==> src/rtl/hilo_acc.sv <==
// HI/LO accumulator: one-entry operand stage followed by a commit stage
// that updates the architectural HI:LO pair and a sticky overflow flag.
module hilo_acc #(
    parameter bit ACC_SAT = 1'b0
) (
    input  logic        clk,
    input  logic        reset,
    input  logic        in_valid,
    output logic        in_ready,
    input  logic [2:0]  op,
    input  logic [63:0] prod,
    input  logic [31:0] rs,
    input  logic        hold,
    output logic [31:0] hi,
    output logic [31:0] lo,
    output logic        done,
    output logic        ovf
);

    localparam logic [2:0] OP_NOP  = 3'b000;
    localparam logic [2:0] OP_LOAD = 3'b001;
    localparam logic [2:0] OP_MADD = 3'b010;
    localparam logic [2:0] OP_MSUB = 3'b011;
    localparam logic [2:0] OP_MTHI = 3'b100;
    localparam logic [2:0] OP_MTLO = 3'b101;
    localparam logic [2:0] OP_CLR  = 3'b110;
    localparam logic [2:0] OP_RSVD = 3'b111;

    localparam logic [63:0] SAT_POS = 64'h7FFF_FFFF_FFFF_FFFF;
    localparam logic [63:0] SAT_NEG = 64'h8000_0000_0000_0000;

    logic        s1_valid;
    logic [2:0]  s1_op;
    logic [63:0] s1_prod;
    logic [31:0] s1_rs;

    logic [63:0] acc;
    logic [63:0] acc_nxt;
    logic        ovf_nxt;
    logic        accept;
    logic        commit;
    logic        is_sub;
    logic [63:0] sum;
    logic        sum_ovf;

    assign in_ready = ~hold | ~s1_valid;
    assign accept   = in_valid & in_ready;
    assign commit   = s1_valid & ~hold;
    assign hi       = acc[63:32];
    assign lo       = acc[31:0];

    // Overflow: add needs equal signs, sub needs differing signs,
    // and in both cases the result sign must leave the accumulator's.
    assign is_sub  = (s1_op == OP_MSUB);
    assign sum     = is_sub ? acc - s1_prod : acc + s1_prod;
    assign sum_ovf = ((acc[63] ^ s1_prod[63]) == is_sub)
                   & (sum[63] ^ acc[63]);

    always_comb begin
        acc_nxt = acc;
        ovf_nxt = ovf;
        unique case (s1_op)
            OP_LOAD: acc_nxt = s1_prod;
            OP_MADD, OP_MSUB: begin
                if (sum_ovf) begin
                    ovf_nxt = 1'b1;
                    if (ACC_SAT)
                        acc_nxt = acc[63] ? SAT_NEG : SAT_POS;
                    else
                        acc_nxt = sum;
                end else begin
                    acc_nxt = sum;
                end
            end
            OP_MTHI: acc_nxt[63:32] = s1_rs;
            OP_MTLO: acc_nxt[31:0]  = s1_rs;
            OP_CLR: begin
                acc_nxt = '0;
                ovf_nxt = 1'b0;
            end
            OP_NOP, OP_RSVD: ;
        endcase
    end

    always_ff @(posedge clk or negedge reset) begin
        if (!reset) begin
            s1_valid <= 1'b0;
            s1_op    <= OP_NOP;
            s1_prod  <= '0;
            s1_rs    <= '0;
        end else if (accept) begin
            s1_valid <= 1'b1;
            s1_op    <= op;
            s1_prod  <= prod;
            s1_rs    <= rs;
        end else if (commit) begin
            s1_valid <= 1'b0;
        end
    end

    always_ff @(posedge clk or negedge reset) begin
        if (!reset) begin
            acc  <= '0;
            ovf  <= 1'b0;
            done <= 1'b0;
        end else begin
            done <= commit & (s1_op != OP_NOP) & (s1_op != OP_RSVD);
            if (commit) begin
                acc <= acc_nxt;
                ovf <= ovf_nxt;
            end
        end
    end

endmodule
==> config.mk <==
export PLATFORM = sky130hd
export DESIGN_NAME = hilo_acc
export DESIGN_NICKNAME = d
export VERILOG_FILES = /design/src/rtl/hilo_acc.sv
export SDC_FILE = /design/constraint.sdc
export NUM_CORES = 1
export LEC_CHECK = 0
export CAP_MARGIN = 20
export CORE_ASPECT_RATIO = 1.2
export CORE_MARGIN = 4
export CORE_UTILIZATION = 25
export DETAILED_ROUTE_END_ITERATION = 10
export GPL_TIMING_DRIVEN = 0
export HOLD_SLACK_MARGIN = 0.15
export SLEW_MARGIN = 5
export SYNTH_ARGS = -nofsm -noshare
export SYNTH_HDL_FRONTEND = slang
export SYNTH_SLANG_ARGS = --single-unit
==> constraint.sdc <==
create_clock -name clk -period 10.3 [get_ports clk]
set_input_delay 2.06 -clock clk [delete_from_list [all_inputs] [get_ports clk]]
set_output_delay 2.06 -clock clk [all_outputs]
set_load 0.005 [all_outputs]
; Word-level counts from Yosys, hierarchy flattened
; Cells that the tools add are included.
[classes]
n_addsub = 2
n_bitwise = 10
eq_ne = 9
reduce_logical = 9
n_mux = 7
[ops]
columns = operator, count
row1 = 32-bit one-hot mux with 4 select lines, 2
row2 = 64-bit adder, 1
row3 = 64-bit 2-to-1 mux, 1
row4 = 64-bit subtractor, 1
row5 = 3-bit equality test (second input constant), 3
row6 = 4-bit nonzero test, 2
row7 = 3-bit by 2-bit equality test with 1-bit output (second input constant), 2
row8 = 1-bit bitwise AND, 5
row9 = 2-bit AND reduction, 2
row10 = 2-bit nonzero test, 2
row11 = 3-bit by 1-bit equality test with 1-bit output (second input constant), 1
row12 = 1-bit 2-to-1 mux, 3
row13 = 3-bit != test (second input constant), 1
row14 = 3-bit AND reduction, 1
row15 = 3-bit nonzero test, 1
row16 = 2-bit != test (second input constant), 1
row17 = 1-bit NOT, 2
row18 = 1-bit one-hot mux with 2 select lines, 1
row19 = 2-bit OR reduction, 1
row20 = 1-bit XOR, 2
row21 = 1-bit equality test, 1
row22 = 1-bit bitwise OR, 1
[totals]
input_bits = 103
elab_cells = 45
output_inout_bits = 67
register_bits = 166

; Logic depth before layout (Yosys ltp)
; Gate-level depths: netlist of run 1.
[logic_depth]
depth_word = 6
ltp_mapped = 24
mapped_depth_nobuf = 23

; Least setup slack after synthesis of run 1
; OpenSTA, ideal clock, no wires.
[synth_path]
path_kind = register -> register
start = register s1_prod[6]
end = register acc[59]
required_ps = 10174
arrival_time_ps = 4579
setup_ps = 126
stages_incl_launch_ff = 22
setup_slack_ps = 5595
period_less_slack_ps = 4705
n_path_buf = 0
cell_sequence = dfrtp_1 -> or4_1 -> or2_1 -> nand2b_4 -> nor2_4 -> nand2_1 -> or3_1 -> nor2_1 -> nor2_1 -> a21oi_1 -> xor2_1 -> ha_1 -> a21o_1 -> a21o_1 -> a221oi_1 -> o21ai_0 -> a22o_1 -> a31oi_1 -> nand2b_1 -> a21oi_1 -> xnor2_1 -> a221o_1
[synth_via]
elab_chain_cells = 3
word_cells_on_any_way = 4
cone_classes = 2 x add/sub / 2 x mux
[synth_rtl]
columns = item, line_no
row1 = from (decl), 34  ; logic [63:0] s1_prod;
row2 = from (signal assigned), 94  ; s1_prod <= prod;
row3 = 64-bit adder / 64-bit subtractor (equally long branches), 55  ; assign sum = is_sub ? acc - s1_prod : acc + s1_prod;
row4 = 64-bit 2-to-1 mux (*), 55
row5 = 32-bit one-hot mux with 4 select lines (*), 62  ; unique case (s1_op)
row6 = to (signal assigned), 109  ; acc <= acc_nxt;
row7 = to (decl), 37  ; logic [63:0] acc;
; Every way passes the cells marked *; elsewhere a longest branch is shown, timed or not.
; A chain may end at the register's enable or synchronous reset.

; Final worst setup path of run 1
[layout_path]
start = register s1_op[1]
end = register acc[61]
[layout_via]
elab_chain_cells = 4
word_cells_on_any_way = 10
cone_classes = 5 x eq/ne / 2 x mux / 3 x reduce/logical
[layout_rtl]
columns = item, line_no
row1 = from (decl), 33  ; logic [2:0] s1_op;
row2 = from (signal assigned), 93  ; s1_op <= op;
row3 = 3-bit by 2-bit equality test with 1-bit output (on tied branches), "54, 62"
row4 = 2-bit OR reduction, 62
row5 = 4-bit nonzero test (no source line), -
row6 = 2-bit AND reduction (no source line), -
; Several ways; a longest one is shown, not always the timed one.

==> results of run 1 <==
-- placed cells by master (no fill, tap or decap), types with 6 or more instances in the layout --
cell,instances
sky130_fd_sc_hd__inv_1,30
sky130_fd_sc_hd__o221ai_1,9
sky130_fd_sc_hd__a21oi_1,121
sky130_fd_sc_hd__nand2_1,140
sky130_fd_sc_hd__o21a_1,14
sky130_fd_sc_hd__mux2i_1,27
sky130_fd_sc_hd__mux2_2,90
sky130_fd_sc_hd__a22oi_1,6
sky130_fd_sc_hd__a221o_1,16
sky130_fd_sc_hd__and2_1,10
sky130_fd_sc_hd__nor2_1,144
sky130_fd_sc_hd__clkbuf_1,78
sky130_fd_sc_hd__a31oi_1,16
sky130_fd_sc_hd__or3_1,9
sky130_fd_sc_hd__nand4_1,16
sky130_fd_sc_hd__dfrtp_1,166
sky130_fd_sc_hd__nand2b_1,14
sky130_fd_sc_hd__o21bai_1,13
sky130_fd_sc_hd__nor3_1,25
sky130_fd_sc_hd__o31ai_1,16
sky130_fd_sc_hd__o21ai_1,18
sky130_fd_sc_hd__buf_1,11
sky130_fd_sc_hd__o21ai_0,133
sky130_fd_sc_hd__clkdlybuf4s50_1,168
sky130_fd_sc_hd__a21o_1,34
sky130_fd_sc_hd__xnor2_1,62
sky130_fd_sc_hd__a221oi_1,11
sky130_fd_sc_hd__xor2_1,58
sky130_fd_sc_hd__o22a_1,15
sky130_fd_sc_hd__ha_1,64
sky130_fd_sc_hd__clkbuf_16,17
sky130_fd_sc_hd__nor2b_1,14
sky130_fd_sc_hd__nand3_1,20
-- stage by stage --
step	setup slack (ps)	hold slack [ps]	total power, W
after CTS	3450	535	0.00424
final	3350	534	0.00425
after detailed placement	3500	518	0.00357
after global placement	16.0	513	0.00355
after floorplan	5600	493	0.00264
after global routing	3140	559	0.00455
-- worst max-delay path by stage --
stage	start	end	slack [ps]	depth (start not counted)
final	s1_op[1]$_DFFE_PN0P_	acc[61]$_DFFE_PN0P_	3350	20
after global routing	s1_op[1]$_DFFE_PN0P_	acc[53]$_DFFE_PN0P_	3140	20
after CTS	s1_op[1]$_DFFE_PN0P_	acc[61]$_DFFE_PN0P_	3450	20
after detailed placement	s1_op[1]$_DFFE_PN0P_	acc[61]$_DFFE_PN0P_	3500	20
after global placement	reset	s1_prod[18]$_DFFE_PN0P_	20	1
after floorplan	s1_prod[6]$_DFFE_PN0P_	acc[59]$_DFFE_PN0P_	5600	21
-- worst register-to-register path, cell delays in order, from the launching register on --
cell and delay, ps:
sky130_fd_sc_hd__dfrtp_1 320, sky130_fd_sc_hd__clkbuf_1 320, sky130_fd_sc_hd__nand2b_1 240, sky130_fd_sc_hd__nor2_1 500, sky130_fd_sc_hd__clkbuf_1 680, sky130_fd_sc_hd__buf_1 610
sky130_fd_sc_hd__a21oi_1 120, sky130_fd_sc_hd__xnor2_1 160, sky130_fd_sc_hd__ha_1 270, sky130_fd_sc_hd__clkbuf_1 300, sky130_fd_sc_hd__nand4_1 200, sky130_fd_sc_hd__nor4_1 570
sky130_fd_sc_hd__nand4_1 180, sky130_fd_sc_hd__a211oi_1 740, sky130_fd_sc_hd__o21ai_1 300, sky130_fd_sc_hd__o21a_1 310, sky130_fd_sc_hd__o21ai_1 320, sky130_fd_sc_hd__a21oi_1 200
sky130_fd_sc_hd__o21ai_1 190, sky130_fd_sc_hd__xnor2_1 130, sky130_fd_sc_hd__a21oi_1 100
-- logic make-up (layout without fill, tap and decap cells) --
| kind of cell | count (synthesis) | count (layout) | synth area share, % |
|---|---|---|---|
| AOI/OAI and AO/OA | 467 | 467 | 23.2 |
| and+or+nand+nor | 423 | 423 | 15.5 |
| DFF | 166 | 166 | 32.7 |
| xor gates and xnor gates | 121 | 121 | 8.41 |
| buffers and inverters | 119 | 322 | 3.52 |
| muxes | 117 | 117 | 10.1 |
| adders and majority gates | 65 | 65 | 6.47 |
| other | 0 | 1 | 0 |
-- sequential cells by signal, indices dropped and copies added (netlist names) --
signal and cells:
acc 64, s1_prod 64, s1_rs 32, s1_op 3, done 1, ovf 1, s1_valid 1
-- cell type report --
cell class              instances  area (sq um)
diodes                          1          2.50
plain buffers                  89           334
clock buffers                  17           425
clock inverters                15           159
fillers                      5333         34400
inverters                      30           113
multi-input cells            1193          8090
flip-flops and latches        166          4150
well taps                     644           806
repair buffers                171          1740
-- per-layer routing --
metal / global-route usage, % / vias to the layer above / part of all wire, %
li1: - / 5748 / -
met1: 23.6 / 5983 / 40
met2: 32.7 / 511 / 49
met3: 3.68 / 103 / 6.2
met4: 9.05 / 0 / 4.7
met5: 0 / - / 0
-- power groups by stage --
stage	logic [W]	clock network, W	registers, W
6_report	0.00249	0.000656	0.00110
5_1_grt	0.00274	0.000696	0.00112
3_5_place_dp	0.00246	0	0.00111
3_3_place_gp	0.00245	0	0.00110
4_1_cts	0.00248	0.000668	0.00110
2_1_floorplan	0.00166	0	0.000983
==> summary.md, run 1 <==
| Metric | Value |
|---|---|
| Worst hold path stage count | `2` |
| Detailed placement HPWL | `42,500 um` |
| RSZ-0062 raised after global routing | `false` |
| Postcts setup bufs | `0` |
| Cell type with the highest aggregate area in the netlist | `sky130_fd_sc_hd__dfrtp_1` |
| Number of warning messages in the yosys log | `0` |
| Share of flip-flops with an asynchronous set or reset after synthesis | `100%` |
| Starting Density | `25.3%` |
| IR Drop Worst-Case VDD | `0.142 mV` |
| Ranking of synthesized cells by area | `sky130_fd_sc_hd__dfrtp_1 (33%), sky130_fd_sc_hd__mux2_2 (8.0%), sky130_fd_sc_hd__ha_1 (6.3%), sky130_fd_sc_hd__o21ai_0 (5.2%), sky130_fd_sc_hd__a21oi_1 (4.8%)` |
| Category of the worst setup path launch point | `flop` |
| Hold path endpoint | `acc[24]$_DFFE_PN0P_` |
| Number of gates resized after CTS | `0` |
| Final weighted congestion of routability-driven global placement | `0.951` |
| CP top delay family | `compound AO/OA/AOI/OAI gates` |
| Insertion delay to the later sink of the worst-skew pair | `480 ps` |
| Startpoint of the worst-slack reg-to-reg timing path | `s1_op[1]$_DFFE_PN0P_` |
| Final core utilization | `31.5%` |
| Combinational group share of total power | `58.7%` |
| Type of the setup path with the least slack | `flop to flop` |
| Max Clk Rate | `144 MHz` |
| Net count after synthesis | `1,646` |
| Worst clock skew | `27.5 ps` |
| Count of nets left with antenna violations after detail routing | `0` |
| Cell at the root of the clock tree | `sky130_fd_sc_hd__clkbuf_16` |
| Count of vias placed by the detailed router | `12,300` |
| Detailed-route vias per instance | `5.31` |
| Port Buffers | `169` |
| Worst Hold Class | `flop to flop` |
| Largest net degree at the start of global routing | `111` |
| DRC marker count from the first detailed-route iteration | `1,082` |
| Number of storage elements in the synthesis netlist | `166` |
| Average wire length per cell after detail routing | `22.9 um` |
| DRC violations left | `0` |
| Cells after synthesis | `1,478` |
| CP Buf/Inv Count | `4` |
| Top cells by count, synth | `sky130_fd_sc_hd__dfrtp_1 (166), sky130_fd_sc_hd__nor2_1 (144), sky130_fd_sc_hd__nand2_1 (140), sky130_fd_sc_hd__o21ai_0 (133), sky130_fd_sc_hd__a21oi_1 (121)` |
| Clock input transition at the sequential cells of the worst setup and hold paths | `80 ps` |
| Placed insts | `2,293` |
| Via count of the first global-routing pass | `12,300` |
| Yosys top cell area share | `32.7%` |
| Core Footprint | `50,200 sq um` |
| Number of sinks handled by clock tree synthesis | `166` |
| CTS HTree Levels | `4` |
| Most repeated cell in the gate-level netlist after synthesis | `sky130_fd_sc_hd__dfrtp_1` |
| CP max FO | `10` |
| Fin crit period | `6950 ps` |
| Critical Path RT | `10,590 ps` |
| Summed negative setup slack over all endpoints | `0 ps` |
| Die width | `214 um` |
| Worst reg2reg path endpoint | `acc[61]$_DFFE_PN0P_` |
| Total global routing overflow | `0` |
| Number of max-slew violations in the final report | `0` |
| Max incr delay on CP | `740 ps` |
| Clock buffer depth | `2` |
| Reg2Reg Setup Slack | `3350 ps` |
| Syn-to-layout area delta | `24.7%` |
| Worst Reg-to-Reg Cells | `20` |
| Synth Flop Type | `sky130_fd_sc_hd__dfrtp_1` |
| Post-synth cell types | `70` |
| Final Instance Area | `15,800 sq um` |
| Fraction of final layout cells with drive strength greater than 1 | `8.51%` |
| Final nets | `1,836` |
| CP Cell Sequence | `clkbuf_1 > nand2b_1 > nor2_1 > clkbuf_1 > buf_1 > a21oi_1 > xnor2_1 > ha_1 > clkbuf_1 > nand4_1 > nor4_1 > nand4_1 > a211oi_1 > o21ai_1 > o21a_1 > o21ai_1 > a21oi_1 > o21ai_1 > xnor2_1 > a21oi_1` |
| Row count | `90` |
| Data arrival time of the critical path | `7250 ps` |
| Slowest library cell on the worst path | `sky130_fd_sc_hd__a211oi_1` |
| Count of flip-flops with a built-in enable after synthesis | `0` |
| Actual slew at the worst max-slew pin | `1130 ps` |
| Mapped Avg Cell Area | `8.58 sq um` |
| Final worst path period share | `67.5%` |
| Hold buffer count at cts | `0` |
| Sequential group share of total power | `25.8%` |
| Internal Power | `0.00225 W` |
| Min-Delay Startpoint | `acc[24]$_DFFE_PN0P_` |
| Psw | `0.00200 W` |
| Number of buffers created by CTS | `17` |
| Clock group share of total power | `15.5%` |
| Final Hold Viols | `0` |
| Net Sw Frac | `47.1%` |
| Sequential cell area fraction in the yosys report | `32.7%` |
| Headroom to the max-slew limit | `24.6%` |
| CTS tree | `done` |
| Outcome | `finished, final reports clean` |
| Leakage component of the power | `6.42 nW` |
| Kind of capture point of the worst setup path | `flop` |
| Standard cell area after detailed placement | `15,200 sq um` |
| Die height | `255 um` |
| TritonRoute pass-1 iters | `5` |
| Global-route wire length before repair | `78,300 um` |
| WL final | `53,200 um` |
| Non-filler cells in the finished layout | `2,326` |
| Initial antenna violation count | `1` |
| Max-Cap Viols | `0` |
| Pwr dens | `268 nW/um^2` |
| Finish-stage setup viols | `0` |
| Global routing usage summed across all routing layers | `19.3%` |
| Overall die area | `54,400 sq um` |
| Post-synth design cell area | `12,700 sq um` |
| Top-level port count | `170` |
Power figures use the tool's default switching activity.
==> run 2: changes to the inputs <==
- clock period: 10.3 -> 6.06 ns (I/O delays scaled with it)
==> run 2 against run 1 <==
Highest routed layer unchanged. Largest power group unchanged. Global-route usage about the same. Via count decreased by 0.22%. Sequential power increased by 69%. Critical path type unchanged. Critical path depth unchanged. Combinational power increased by 71%. Flip-flop and latch count unchanged.
==> summary.md, run 2 (synthesized netlist as in run 1, its figures left out) <==
| Metric | Value |
|---|---|
| CP top delay family | `compound AO/OA/AOI/OAI gates (unchanged)` |
| Row count | `90 (unchanged)` |
| Final core utilization | `31.6% (was 31.5%)` |
| Insertion delay to the later sink of the worst-skew pair | `480 ps (about the same)` |
| Leading registers by flop count | `acc: 64 flops, s1_prod: 64 flops, s1_rs: 32 flops (unchanged)` |
| Worst Hold Class | `flop to flop (unchanged)` |
| Slowest library cell on the worst path | `sky130_fd_sc_hd__a31oi_1 (was sky130_fd_sc_hd__a211oi_1)` |
| Actual slew at the worst max-slew pin | `1110 ps (was 1130 ps)` |
| Critical Path RT | `6360 ps (was 10,590 ps)` |
| Detailed-route vias per instance | `5.30 (was 5.31)` |
| Clock buffer depth | `2 (unchanged)` |
| Pwr dens | `456 nW/um^2 (was 268 nW/um^2)` |
| CP Cell Sequence | `clkbuf_1 > nand2b_1 > nor2_2 > clkbuf_2 > buf_2 > a21oi_1 > xnor2_1 > ha_1 > clkbuf_1 > nand2_1 > nor3_1 > o2111ai_1 > a31oi_1 > o2111ai_2 > a21oi_2 > a21oi_2 > o21ai_1 > a221oi_1 > xor2_1 > a21oi_1 (was clkbuf_1 > nand2b_1 > nor2_1 > clkbuf_1 > buf_1 > a21oi_1 > xnor2_1 > ha_1 > clkbuf_1 > nand4_1 > nor4_1 > nand4_1 > a211oi_1 > o21ai_1 > o21a_1 > o21ai_1 > a21oi_1 > o21ai_1 > xnor2_1 > a21oi_1)` |
| Hold buffer count at cts | `0 (unchanged)` |
| Final nets | `1,835 (was 1,836)` |
| Finish-stage setup viols | `0 (unchanged)` |
| RSZ-0062 raised after global routing | `false (unchanged)` |
| Die width | `214 um (unchanged)` |
| Clock input transition at the sequential cells of the worst setup and hold paths | `80 ps (about the same)` |
| Headroom to the max-slew limit | `25.5% (was 24.6%)` |
| DRC violations left | `0 (unchanged)` |
| Number of sinks handled by clock tree synthesis | `166 (unchanged)` |
| DRC marker count from the first detailed-route iteration | `1,072 (was 1,082)` |
| Outcome | `finished, final reports clean (unchanged)` |
| Syn-to-layout area delta | `25.1% (was 24.7%)` |
| Core Footprint | `50,200 sq um (unchanged)` |
| Die height | `255 um (unchanged)` |
| Type of the setup path with the least slack | `flop to flop (unchanged)` |
| TritonRoute pass-1 iters | `5 (unchanged)` |
| Overall die area | `54,400 sq um (unchanged)` |
| Max Clk Rate | `173 MHz (was 144 MHz)` |
| Max incr delay on CP | `500 ps (was 740 ps)` |
| Cell at the root of the clock tree | `sky130_fd_sc_hd__clkbuf_16 (unchanged)` |
| Data arrival time of the critical path | `6090 ps (was 7250 ps)` |
| Fin crit period | `5790 ps (was 6950 ps)` |
| CTS tree | `done (unchanged)` |
| Average wire length per cell after detail routing | `22.9 um (about the same)` |
| Initial antenna violation count | `1 (unchanged)` |
| Final Hold Viols | `0 (unchanged)` |
| IR Drop Worst-Case VDD | `0.240 mV (was 0.142 mV)` |
| Count of vias placed by the detailed router | `12,300 (about the same)` |
| CTS HTree Levels | `4 (unchanged)` |
| Port Buffers | `169 (unchanged)` |
| Placed insts | `2,293 (unchanged)` |
| Category of the worst setup path launch point | `flop (unchanged)` |
| Leading cell types in the layout, fill and taps excluded | `sky130_fd_sc_hd__clkdlybuf4s50_1 (168), sky130_fd_sc_hd__dfrtp_1 (166), sky130_fd_sc_hd__nor2_1 (141) (was sky130_fd_sc_hd__clkdlybuf4s50_1 (168), sky130_fd_sc_hd__dfrtp_1 (166), sky130_fd_sc_hd__nor2_1 (144))` |
| Top-level port count | `170 (unchanged)` |
| Kind of capture point of the worst setup path | `flop (unchanged)` |
| Most frequent standard cell in the layout excluding fill and tap cells | `sky130_fd_sc_hd__clkdlybuf4s50_1 (unchanged)` |
| CP Buf/Inv Count | `4 (unchanged)` |
| Summed negative setup slack over all endpoints | `0 ps (unchanged)` |
| Worst clock skew | `27.2 ps (was 27.5 ps)` |
| Number of max-slew violations in the final report | `0 (unchanged)` |
| Count of nets left with antenna violations after detail routing | `0 (unchanged)` |
| Total global routing overflow | `0 (unchanged)` |
| Fraction of final layout cells with drive strength greater than 1 | `9.46% (was 8.51%)` |
| Fill cell total of the finished layout | `5,326 (was 5,333)` |
| Register cell area after layout | `4150 sq um (unchanged)` |
| Detailed placement HPWL | `42,500 um (unchanged)` |
| Global routing usage summed across all routing layers | `19.3% (about the same)` |
| CP max FO | `10 (unchanged)` |
| Global-route wire length before repair | `78,400 um (was 78,300 um)` |
| Number of buffers created by CTS | `17 (unchanged)` |
| Max-Cap Viols | `0 (unchanged)` |
| Final worst path period share | `95.5% (was 67.5%)` |
| Non-filler cells in the finished layout | `2,325 (was 2,326)` |
| Leakage component of the power | `6.44 nW (was 6.42 nW)` |
| WL final | `53,300 um (was 53,200 um)` |
| Starting Density | `25.3% (unchanged)` |
| Largest net degree at the start of global routing | `111 (unchanged)` |
| Final weighted congestion of routability-driven global placement | `0.951 (unchanged)` |
| Multi-input gate area | `8140 sq um (was 8090 sq um)` |
| Via count of the first global-routing pass | `12,300 (about the same)` |
[run 2: cell types whose count changed in the layout (fill, tap and decap cells not counted), moves of 2 or more]
cell                       change
sky130_fd_sc_hd__nor4_1        -2
sky130_fd_sc_hd__clkbuf_1      -5
sky130_fd_sc_hd__clkbuf_2      +4
sky130_fd_sc_hd__nor4_2        +2
sky130_fd_sc_hd__a21oi_1       -2
sky130_fd_sc_hd__nor2_1        -3
sky130_fd_sc_hd__a21oi_2       +2
sky130_fd_sc_hd__nor2_2        +2
[run 2: metrics by stage]
step | instance area, sq um | total power [W] | hold slack (ps) | setup WS [ps]
after CTS | 15800 | 0.00721 | 535 | 3.58
final | 15900 | 0.00724 | 533 | 275
after detailed placement | 15200 | 0.00606 | 518 | -744
after global routing | 15900 | 0.00776 | 559 | 0.653
after global placement | 15200 | 0.00604 | 513 | -3380
after floorplan | 12700 | 0.00449 | 493 | 1360
[run 2: per-layer routing]
metal | global-route usage (%) | up-vias | wire (um)
met5 | 0 | - | 0
met4 | 9.15 | 0 | 2640
met3 | 3.69 | 118 | 3170
met2 | 32.7 | 465 | 25900
met1 | 23.6 | 5991 | 21600
li1 | - | 5744 | -
[run 2: power breakdown]
part	internal [W]	switching [W]	total, W
sequential	0.00140	0.000465	0.00186
clock	0.000550	0.000565	0.00111
combinational	0.00187	0.00239	0.00426
[run 2: repair_timing]
| item | CTS | global route |
|---|---|---|
| setup endpoints to repair | 21 | 13 |
| setup buffers | 0 | 0 |
| pin swaps | 0 | 0 |
| resized for setup | 7 | 10 |
[run 2: worst paths after layout]
| check | start | endpoint | slack (ps) | depth (start not counted) |
|---|---|---|---|---|
| worst max register to register | s1_op[1]$_DFFE_PN0P_ | acc[62]$_DFFE_PN0P_ | 270 | 20 |
| worst min register to register | acc[24]$_DFFE_PN0P_ | acc[24]$_DFFE_PN0P_ | 530 | 2 |
| worst max-delay path | s1_op[1]$_DFFE_PN0P_ | acc[62]$_DFFE_PN0P_ | 270 | 20 |
| worst min-delay path | acc[24]$_DFFE_PN0P_ | acc[24]$_DFFE_PN0P_ | 530 | 2 |
| max in group asynchronous | reset | acc[4]$_DFFE_PN0P_ | 4480 | 2 |
| min in group asynchronous | reset | s1_prod[53]$_DFFE_PN0P_ | 640 | 1 |
[run 2: cell type report]
cell class,count,share of cell area (%)
multi-input cells,1193,51.3
plain buffers,88,2.12
clock buffers,17,2.68
flip-flops and latches,166,26.2
inverters,30,0.709
diodes,1,0.0158
clock inverters,15,1.00
well taps,644,5.08
repair buffers,171,11.0
[run 2: worst min-delay path, stage by stage, from the launching register on]
cell	delay (ps)
sky130_fd_sc_hd__dfrtp_1	370
sky130_fd_sc_hd__nand2_1	50
sky130_fd_sc_hd__o21ai_0	70
